## src/rtl/serdesphy_tx_framer.sv

```systemverilog
// TX framer: nibble FIFO feeding a sync-word / data / idle / PRBS7 serializer, LSB-first bit stream.
// Latency: first sync bit one cycle after tx_en; a FIFO nibble reaches the line at the next nibble boundary.
// Backpressure: none toward the user; a write into a full FIFO with no same-cycle pop is dropped and flagged.
module serdesphy_tx_framer #(
  parameter int         FIFO_DEPTH  = 8,
  parameter logic [7:0] SYNC_WORD   = 8'hA5,
  parameter logic [3:0] IDLE_NIBBLE = 4'h5
) (
  input  logic       clk_ref_24m,
  input  logic       rst_n,
  input  logic       tx_en,
  input  logic       tx_fifo_en,
  input  logic       tx_prbs_en,
  input  logic       tx_idle,
  input  logic       err_clr,
  input  logic [3:0] tx_data,
  input  logic       tx_valid,
  output logic       tx_serial_data,
  output logic       tx_serial_valid,
  output logic       tx_idle_pattern,
  output logic       tx_fifo_full,
  output logic       tx_fifo_empty,
  output logic       tx_overflow,
  output logic       tx_underflow,
  output logic       tx_active
);
  localparam int          AW       = $clog2(FIFO_DEPTH);
  localparam logic [AW:0] FULL_CNT = (AW+1)'(FIFO_DEPTH);
  localparam logic [AW:0] CNT_ONE  = 1;
  localparam logic [AW-1:0] PTR_ONE = 1;

  typedef enum logic [1:0] {ST_IDLE, ST_SYNC, ST_DATA} state_t;

  state_t        state;
  logic [7:0]    sreg;
  logic [2:0]    cnt;
  logic [6:0]    prbs, prbs_nxt;
  logic [3:0]    prbs_nib, nib;
  logic          nib_idle, last_fifo, load, pop, push, drop, unf_set;
  logic [3:0]    fifo_mem [FIFO_DEPTH];
  logic [AW-1:0] wr_ptr, rd_ptr;
  logic [AW:0]   count, count_nxt;

  // Pop only at a nibble load, so a write at full can still land in the slot freed that cycle.
  assign push = tx_fifo_en & tx_valid & (~tx_fifo_full | pop);
  assign drop = tx_fifo_en & tx_valid & tx_fifo_full & ~pop;

  always_comb begin
    count_nxt = count;
    if (push && !pop)
      count_nxt = count + CNT_ONE;
    else if (pop && !push)
      count_nxt = count - CNT_ONE;
  end

  always_ff @(posedge clk_ref_24m or negedge rst_n) begin
    if (!rst_n) begin
      wr_ptr        <= '0;
      rd_ptr        <= '0;
      count         <= '0;
      tx_fifo_full  <= 1'b0;
      tx_fifo_empty <= 1'b1;
    end else begin
      if (push) wr_ptr <= wr_ptr + PTR_ONE;
      if (pop)  rd_ptr <= rd_ptr + PTR_ONE;
      count         <= count_nxt;
      tx_fifo_full  <= (count_nxt == FULL_CNT);
      tx_fifo_empty <= (count_nxt == '0);
    end
  end

  always_ff @(posedge clk_ref_24m) begin
    if (push) fifo_mem[wr_ptr] <= tx_data;
  end

  // x^7+x^6+1, four steps per nibble; the first generated bit is sent first.
  always_comb begin
    prbs_nxt = prbs;
    prbs_nib = '0;
    for (int i = 0; i < 4; i++) begin
      prbs_nib[i] = prbs_nxt[6] ^ prbs_nxt[5];
      prbs_nxt    = {prbs_nxt[5:0], prbs_nib[i]};
    end
  end

  assign load = tx_en & (((state == ST_SYNC) & (cnt == 3'd7)) |
                         ((state == ST_DATA) & (cnt == 3'd3)));

  always_comb begin
    nib      = IDLE_NIBBLE;
    nib_idle = 1'b1;
    pop      = 1'b0;
    unf_set  = 1'b0;
    if (tx_prbs_en) begin
      nib      = prbs_nib;
      nib_idle = 1'b0;
    end else if (!tx_idle && !tx_fifo_empty) begin
      nib      = fifo_mem[rd_ptr];
      nib_idle = 1'b0;
      pop      = load;
    end else if (!tx_idle) begin
      unf_set  = load & last_fifo;
    end
  end

  assign tx_serial_data = sreg[0];

  always_ff @(posedge clk_ref_24m or negedge rst_n) begin
    if (!rst_n) begin
      state           <= ST_IDLE;
      sreg            <= '0;
      cnt             <= '0;
      prbs            <= 7'h7F;
      last_fifo       <= 1'b0;
      tx_serial_valid <= 1'b0;
      tx_idle_pattern <= 1'b0;
      tx_active       <= 1'b0;
    end else if (!tx_en) begin
      state           <= ST_IDLE;
      sreg            <= '0;
      cnt             <= '0;
      last_fifo       <= 1'b0;
      tx_serial_valid <= 1'b0;
      tx_idle_pattern <= 1'b0;
      tx_active       <= 1'b0;
    end else begin
      case (state)
        ST_IDLE: begin
          state           <= ST_SYNC;
          sreg            <= SYNC_WORD;
          cnt             <= '0;
          prbs            <= 7'h7F;
          tx_serial_valid <= 1'b1;
          tx_idle_pattern <= 1'b0;
          tx_active       <= 1'b1;
        end
        ST_SYNC, ST_DATA: begin
          if (load) begin
            state           <= ST_DATA;
            sreg            <= {4'b0000, nib};
            cnt             <= '0;
            tx_idle_pattern <= nib_idle;
            last_fifo       <= pop;
            if (tx_prbs_en) prbs <= prbs_nxt;
          end else begin
            sreg <= sreg >> 1;
            cnt  <= cnt + 3'd1;
          end
        end
        default: state <= ST_IDLE;
      endcase
    end
  end

  always_ff @(posedge clk_ref_24m or negedge rst_n) begin
    if (!rst_n) begin
      tx_overflow  <= 1'b0;
      tx_underflow <= 1'b0;
    end else begin
      if (drop)         tx_overflow <= 1'b1;
      else if (err_clr) tx_overflow <= 1'b0;
      if (unf_set)      tx_underflow <= 1'b1;
      else if (err_clr) tx_underflow <= 1'b0;
    end
  end
endmodule

```

## config.mk

```make
export PLATFORM = sky130hd
export DESIGN_NAME = serdesphy_tx_framer
export DESIGN_NICKNAME = d
export VERILOG_FILES = /design/src/rtl/serdesphy_tx_framer.sv
export SDC_FILE = /design/constraint.sdc
export NUM_CORES = 1
export LEC_CHECK = 0
export ABC_CLOCK_PERIOD_IN_PS = 4620
export CAP_MARGIN = 10
export CORE_MARGIN = 2
export CORE_UTILIZATION = 45
export CTS_BUF_LIST = sky130_fd_sc_hd__clkbuf_8
export DETAILED_ROUTE_END_ITERATION = 16
export DONT_BUFFER_PORTS = 1
export SLEW_MARGIN = 40
export SYNTH_ARGS = -nofsm -noshare
export SYNTH_HDL_FRONTEND = slang
export SYNTH_SLANG_ARGS = --single-unit
```

## constraint.sdc

```tcl
create_clock -name clk_ref_24m -period 4.62 [get_ports clk_ref_24m]
set_clock_uncertainty 0.1 [all_clocks]
set_input_delay 0.462 -clock clk_ref_24m [delete_from_list [all_inputs] [get_ports clk_ref_24m]]
set_output_delay 0.462 -clock clk_ref_24m [all_outputs]
set_load 0.01 [all_outputs]
```

# Word level (Yosys, flattened, before mapping)
# Memory sizes are Yosys's and may differ from the RTL's.
# Index checks and enable logic that the tools add are counted.
[word_totals]
ff_bits = 37
mem_bits_rw = 32
inputBits = 12
out_inout_bits = 8
wordCells = 100
n_memories = 1
[memory_table]
columns = ["name", "depth", "width", "rd", "rd_ports_with_merged_regs", "wr", "line", "rtl"]
rows = [
  ["fifo_mem", 8, 4, 1, 0, 1, "40", "logic [3:0] fifo_mem [FIFO_DEPTH];"],
]
[classes]
add_sub_neg = 5
eq_ne = 12
muxes = 36
bitwise_logic = 16
reduce_logical = 16
[op_table]
columns = ["op", "count"]
rows = [
  ["2-to-1 mux 7 bit", 3],
  ["2-to-1 mux 1 bit", 19],
  ["2-to-1 mux 4 bit", 4],
  ["case mux 8 bit (2 select lines)", 1],
  ["case mux 7 bit (2 select lines)", 1],
  ["adder 3 x 1 -> 3 bit, second input constant", 3],
  ["AND 1 bit", 8],
  ["2-to-1 mux 8 bit", 1],
  ["2-to-1 mux 3 bit", 2],
  ["inequality test 2 x 1 -> 1 bit, second input constant", 3],
  ["case mux 3 bit (2 select lines)", 1],
  ["nonzero test 2 bit", 3],
  ["adder 4 x 1 -> 4 bit, second input constant", 1],
  ["== test 4 bit, second input constant", 1],
  ["zero test 1 bit", 4],
  ["zero test 4 bit", 1],
  ["2-to-1 mux 2 bit", 2],
  ["inequality test 2 bit, second input constant", 2],
  ["case mux 2 bit (2 select lines)", 1],
  ["AND reduction 2 bit", 2],
  ["AND reduction 4 bit", 1],
  ["subtractor 4 x 1 -> 4 bit, second input constant", 1],
  ["XOR 1 bit", 4],
  ["== test 3 x 2 -> 1 bit, second input constant", 1],
  ["11 further kinds", 15],
]

# Depth between registers and ports, before layout
[depth]
depth_word = 13
ltp_mapped = 9
depth_no_buf = 7

# Worst setup path before layout
# No wires, ideal clock.
[synth_path]
path_type = "register to register"
start = "register cnt[0]"
end = "memory fifo_mem[0][0] (enable)"
setup_time_ns = 0.361
arrival_ns = 1.922
required_ns = 4.159
setup_slack_ns = 2.237
path_stages_with_launch = 9
path_buffers = 1
period_less_slack_ns = 2.383
path_cell_list = "dfrtp_1 -> ha_1 -> ha_1 -> a22o_1 -> buf_6 -> nand3_2 -> a21oi_1 -> nand2b_1 -> nor3_1"
[synth_between]
elab_chain_len = 10
word_cells_on_any_way = 12
classes_between = "2 x eq/ne; 4 x mux; 6 x bitwise"
[synth_rtl]
columns = ["item", "line", "rtl"]
rows = [
  ["from (decl)", "36", "logic [2:0] cnt;"],
  ["from (signal assigned)", "147", "cnt <= cnt + 3'd1;"],
  ["== test 3 bit / == test 3 x 2 -> 1 bit (equally long branches)", "86, 87", ""],
  ["AND 1 bit, on equally long branches", "86, 87", ""],
  ["bitwise OR 1 bit *", "86", "assign load = tx_en & (((state == ST_SYNC) & (cnt == 3'd7)) |"],
  ["AND 1 bit *", "86", ""],
  ["2-to-1 mux 1 bit *", "97", "end else if (!tx_idle && !tx_fifo_empty) begin"],
  ["2-to-1 mux 1 bit *", "94", "if (tx_prbs_en) begin"],
  ["bitwise OR 1 bit *", "45", "assign push = tx_fifo_en & tx_valid & (~tx_fifo_full | pop);"],
  ["AND 1 bit *", "45", ""],
  ["2-to-1 mux 1 bit *", "73", "if (push) fifo_mem[wr_ptr] <= tx_data;"],
  ["2-to-1 mux 1 bit (not written as such) *", "73", ""],
  ["to (decl)", "40", ""],
]
# Every way passes the cells marked *; elsewhere a longest branch is shown, timed or not.

# Worst setup path in the final report
[layout_path]
start = "register cnt[0]"
end = "memory fifo_mem[1][3] (enable)"
# The elaborated chain is that of the path after synthesis.

==> impl_metrics.toml <==
[routing]
drt-vias-per-instance = 5.40
routed.top_layer = "met4"
drt_first_pass_iters = 4
vias = 1964
wl_met1_um = 2960
wire_length_on_met3_um = 204
detail-route-antenna-nets = 0
initialDrtViolationCount = 100
post-route-drc-count = 0
wl_per_cell_um = 16.6
totalWireLength_um = 6050
dr_wl_met2_um = 2820

[placement]
post-place-ws_ns = 1.49
post-place-cells = 345
port_buffers = 0
place_area_mm2 = 0.00328
dp.final_hpwl_um = 4070
rd_place_congestion = 0.751

[min_path]
min_delay_path_depth = 0
holdCritPathClass = "input port to register"

[clock_tree]
clk_pin_slew_worst_paths_ns = 0.08
cts-buffers-inserted = 9
post-cts-setup-buffer-count = 0
cts_tree = "built"
cts_max_level = 3
worst_skew_pair.late_latency_ns = 0.34
cts_max_path_buffers = 2
cts.sink_count = 69
clk_root_buffer_cell = "sky130_fd_sc_hd__clkbuf_8"

[finish]
area_delta_synth_final_pct = 8.50
final_layout_size_suffix_gt1_frac = 0.138
layout.nets = 286
insertedDiodeCount = 0
final_core_utilization = 0.511
post-route-cell-area_mm2 = 0.00351
final.fill_count = 610
layoutNonFillerInstCount = 364

[pwr]
report.power.total_mw = 1.57
power.share.combinational = 0.168
internal_power_mw = 1.11
net_load_switching_power_mw = 0.462
netSwitchingFraction = 0.294
p_leak_nw = 1.30
power_frac_seq = 0.530
worst_ir_drop_vdd_mv = 0.262
powerDensity_mw_per_mm2 = 448
clock_power_share = 0.301

[floorplanning]
num_io_pins = 20
coreArea_mm2 = 0.00687
die_w_um = 88.8
start_util = 0.471
rows = 30
fp.dieH_um = 88.8
floorplan.die_area_mm2 = 0.00789

[global_route]
grt_pass1_wl_um = 9980
grt_antenna_before_repair = 0
largest_net_degree_at_the_start_of_global_routing = 38
global_route.usage.total = 0.172
via_count_of_the_first_global_routing_pass = 1939
globalRouteOverflowTotal = 0

[yosys]
ys_ff_latch = 69
synth.net_count = 287
synth_fa_ha_area_frac = 0.0425
post_synth_and_or_nand_nor_area_fraction = 0.121
synthArstFlopShare = 0.536
post_synth.cell_area_avg_um2 = 12.3
synth-main-ff-cell = "sky130_fd_sc_hd__edfxtp_1"
synth_mux_area_frac = 0.0808
synth_compound_area_frac = 0.104
synth-edff-count = 32
gate_count_after_technology_mapping = 264
ys_top_cells_by_area = "sky130_fd_sc_hd__edfxtp_1, sky130_fd_sc_hd__dfrtp_1, sky130_fd_sc_hd__dfstp_2"
post_synth_xor_area_fraction = 0.0298
synth-warning-count = 0
seq_area_frac_synth = 0.586
combinational_family_with_the_most_area_after_synthesis = "simple AND/OR/NAND/NOR gates"
synth_largest_type_area_fraction = 0.297
synthDominantAreaCellType = "sky130_fd_sc_hd__edfxtp_1"
post_synth_instance_area_mm2 = 0.00324
ys_types = 44

[worst_setup_path]
rr_endpoint = "fifo_mem[1][3]$_DFFE_PP_"
critical-path-slowest-cell = "sky130_fd_sc_hd__a22o_1"
crit_path_max_fanout = 17
crit_path_frequent_cell = "sky130_fd_sc_hd__ha_1"
worstPathArrival_ns = 2.97
worst_ep_required_time_ns = 4.50
cp-end-kind = "register"
internal_reg_to_reg_setup_slack_ns = 1.53
critical_path.startpoint_type = "register"
cp_num_cells = 7
setup.worst_path.start = "cnt[0]$_DFFE_PN0P_"
crit_chain = "ha_1, ha_1, a22o_1, nand3_2, a21oi_1, nand2_1, nor3_1"
critical-path-top-delay-family = "simple AND/OR/NAND/NOR gates"
critPathBufInv = 0
rr_worst_depth = 7
critical_path.max_stage_delay_ns = 0.51
crit_type = "register to register"
setup.worst_path.end = "fifo_mem[1][3]$_DFFE_PP_"
critical_path.reg2reg.startpoint = "cnt[0]$_DFFE_PN0P_"

[sta]
setup_tns_ns = 0
final.hold.worst_slack_ns = 0.114
max_freq_mhz = 323
report.final.slew_viol_count = 0
rsz0062_at_grt = "false"
layout_setup_ws_ns = 1.53
worstMarginPinSlew_ns = 0.577
hold_viol = 0
finalCritPeriodShare = 0.669
slew-limit-headroom = 0.615
setup_viol_count_final = 0
timing.final.crit_period_ns = 3.09

[job]
drv.max_cap_violation_count = 0

[status]
status = "finished clean"
[worst min-delay path by stage]
stage,endpoint,startpoint
floorplan,cnt[0]$_DFFE_PN0P_,rst_n
global placement,cnt[2]$_DFFE_PN0P_,rst_n
detailed placement,cnt[2]$_DFFE_PN0P_,rst_n
CTS,fifo_mem[1][0]$_DFFE_PP_,tx_data[0]
global route,fifo_mem[1][0]$_DFFE_PP_,tx_data[0]
finish,fifo_mem[1][0]$_DFFE_PP_,tx_data[0]
[layout by cell type (no fill, tap or decap), drive strengths merged, types with 2 or more instances in the layout]
master / instances
a31oi: 4
mux4: 8
o22ai: 4
dfrtp: 29
nand3b: 2
dfstp: 8
nand2b: 3
nor2: 19
inv: 10
buf: 3
nor2b: 7
edfxtp: 32
a21boi: 3
mux2i: 7
o21ai: 17
and3: 2
a22oi: 2
nand2: 19
ha: 11
a32oi: 3
nor3: 6
clkbuf: 9
a221oi: 2
xor2: 4
nand3: 10
xnor2: 7
nor4bb: 2
clkinv: 5
o211ai: 2
a21oi: 14
[cell families after synthesis]
kind of cell | count (synthesis)
compound gates | 55
xor+xnor | 11
fa+ha+maj | 11
buf+inv | 26
flops | 69
mux | 16
simple gates | 76
[synthesized netlist by cell type (3+ instances only)]
master and number:
sky130_fd_sc_hd__edfxtp_1 32, sky130_fd_sc_hd__dfrtp_1 29, sky130_fd_sc_hd__nand2_1 19, sky130_fd_sc_hd__nor2_1 19
sky130_fd_sc_hd__o21ai_0 17, sky130_fd_sc_hd__a21oi_1 14, sky130_fd_sc_hd__clkbuf_1 12, sky130_fd_sc_hd__ha_1 11
sky130_fd_sc_hd__inv_1 10, sky130_fd_sc_hd__nand3_1 9, sky130_fd_sc_hd__dfstp_2 8, sky130_fd_sc_hd__mux4_2 8
sky130_fd_sc_hd__mux2i_1 7, sky130_fd_sc_hd__nor2b_1 7, sky130_fd_sc_hd__xnor2_1 7, sky130_fd_sc_hd__nor3_1 5
sky130_fd_sc_hd__a31oi_1 4, sky130_fd_sc_hd__o22ai_1 4, sky130_fd_sc_hd__xor2_1 4, sky130_fd_sc_hd__a21boi_0 3
sky130_fd_sc_hd__a32oi_1 3, sky130_fd_sc_hd__nand2b_1 3
[flip-flops by register name (all words and copies together), names as in the netlist]
signal / count
fifo_mem: 32
sreg: 8
prbs: 7
count: 4
cnt: 3
rd_ptr: 3
wr_ptr: 3
state: 2
last_fifo: 1
tx_active: 1
tx_fifo_empty: 1
tx_fifo_full: 1
tx_idle_pattern: 1
tx_overflow: 1
tx_underflow: 1
[layer usage]
metal  track usage  vias up
li1              -      963
met1         0.234      967
met2         0.265       27
met3        0.0485        7
met4        0.0620        0
met5             0        -
[power groups by stage]
stage	Combinational (mW)	Clock, mW	Sequential, mW
2_1_floorplan	0.214	0	0.819
3_3_place_gp	0.251	0	0.845
3_5_place_dp	0.256	0	0.846
4_1_cts	0.267	0.486	0.833
5_1_grt	0.302	0.513	0.845
6_report	0.265	0.474	0.834
[cell type report]
cell class              count  area (um^2)  area share
flip-flops and latches     69         1900       0.540
multi-input cells         169         1220       0.349
clock buffers               9          124      0.0353
well taps                  96          120      0.0342
clock inverters             7         66.3      0.0189
repair buffers              4         42.5      0.0121
inverters                  10         37.5      0.0107
[repair_timing]
item | 4_1_cts | 5_1_grt
hold buffers | 2 | 0
endpoints found under the hold margin | 37 | 0
gates resized for setup | 0 | 0
Power figures use the tool's default switching activity.
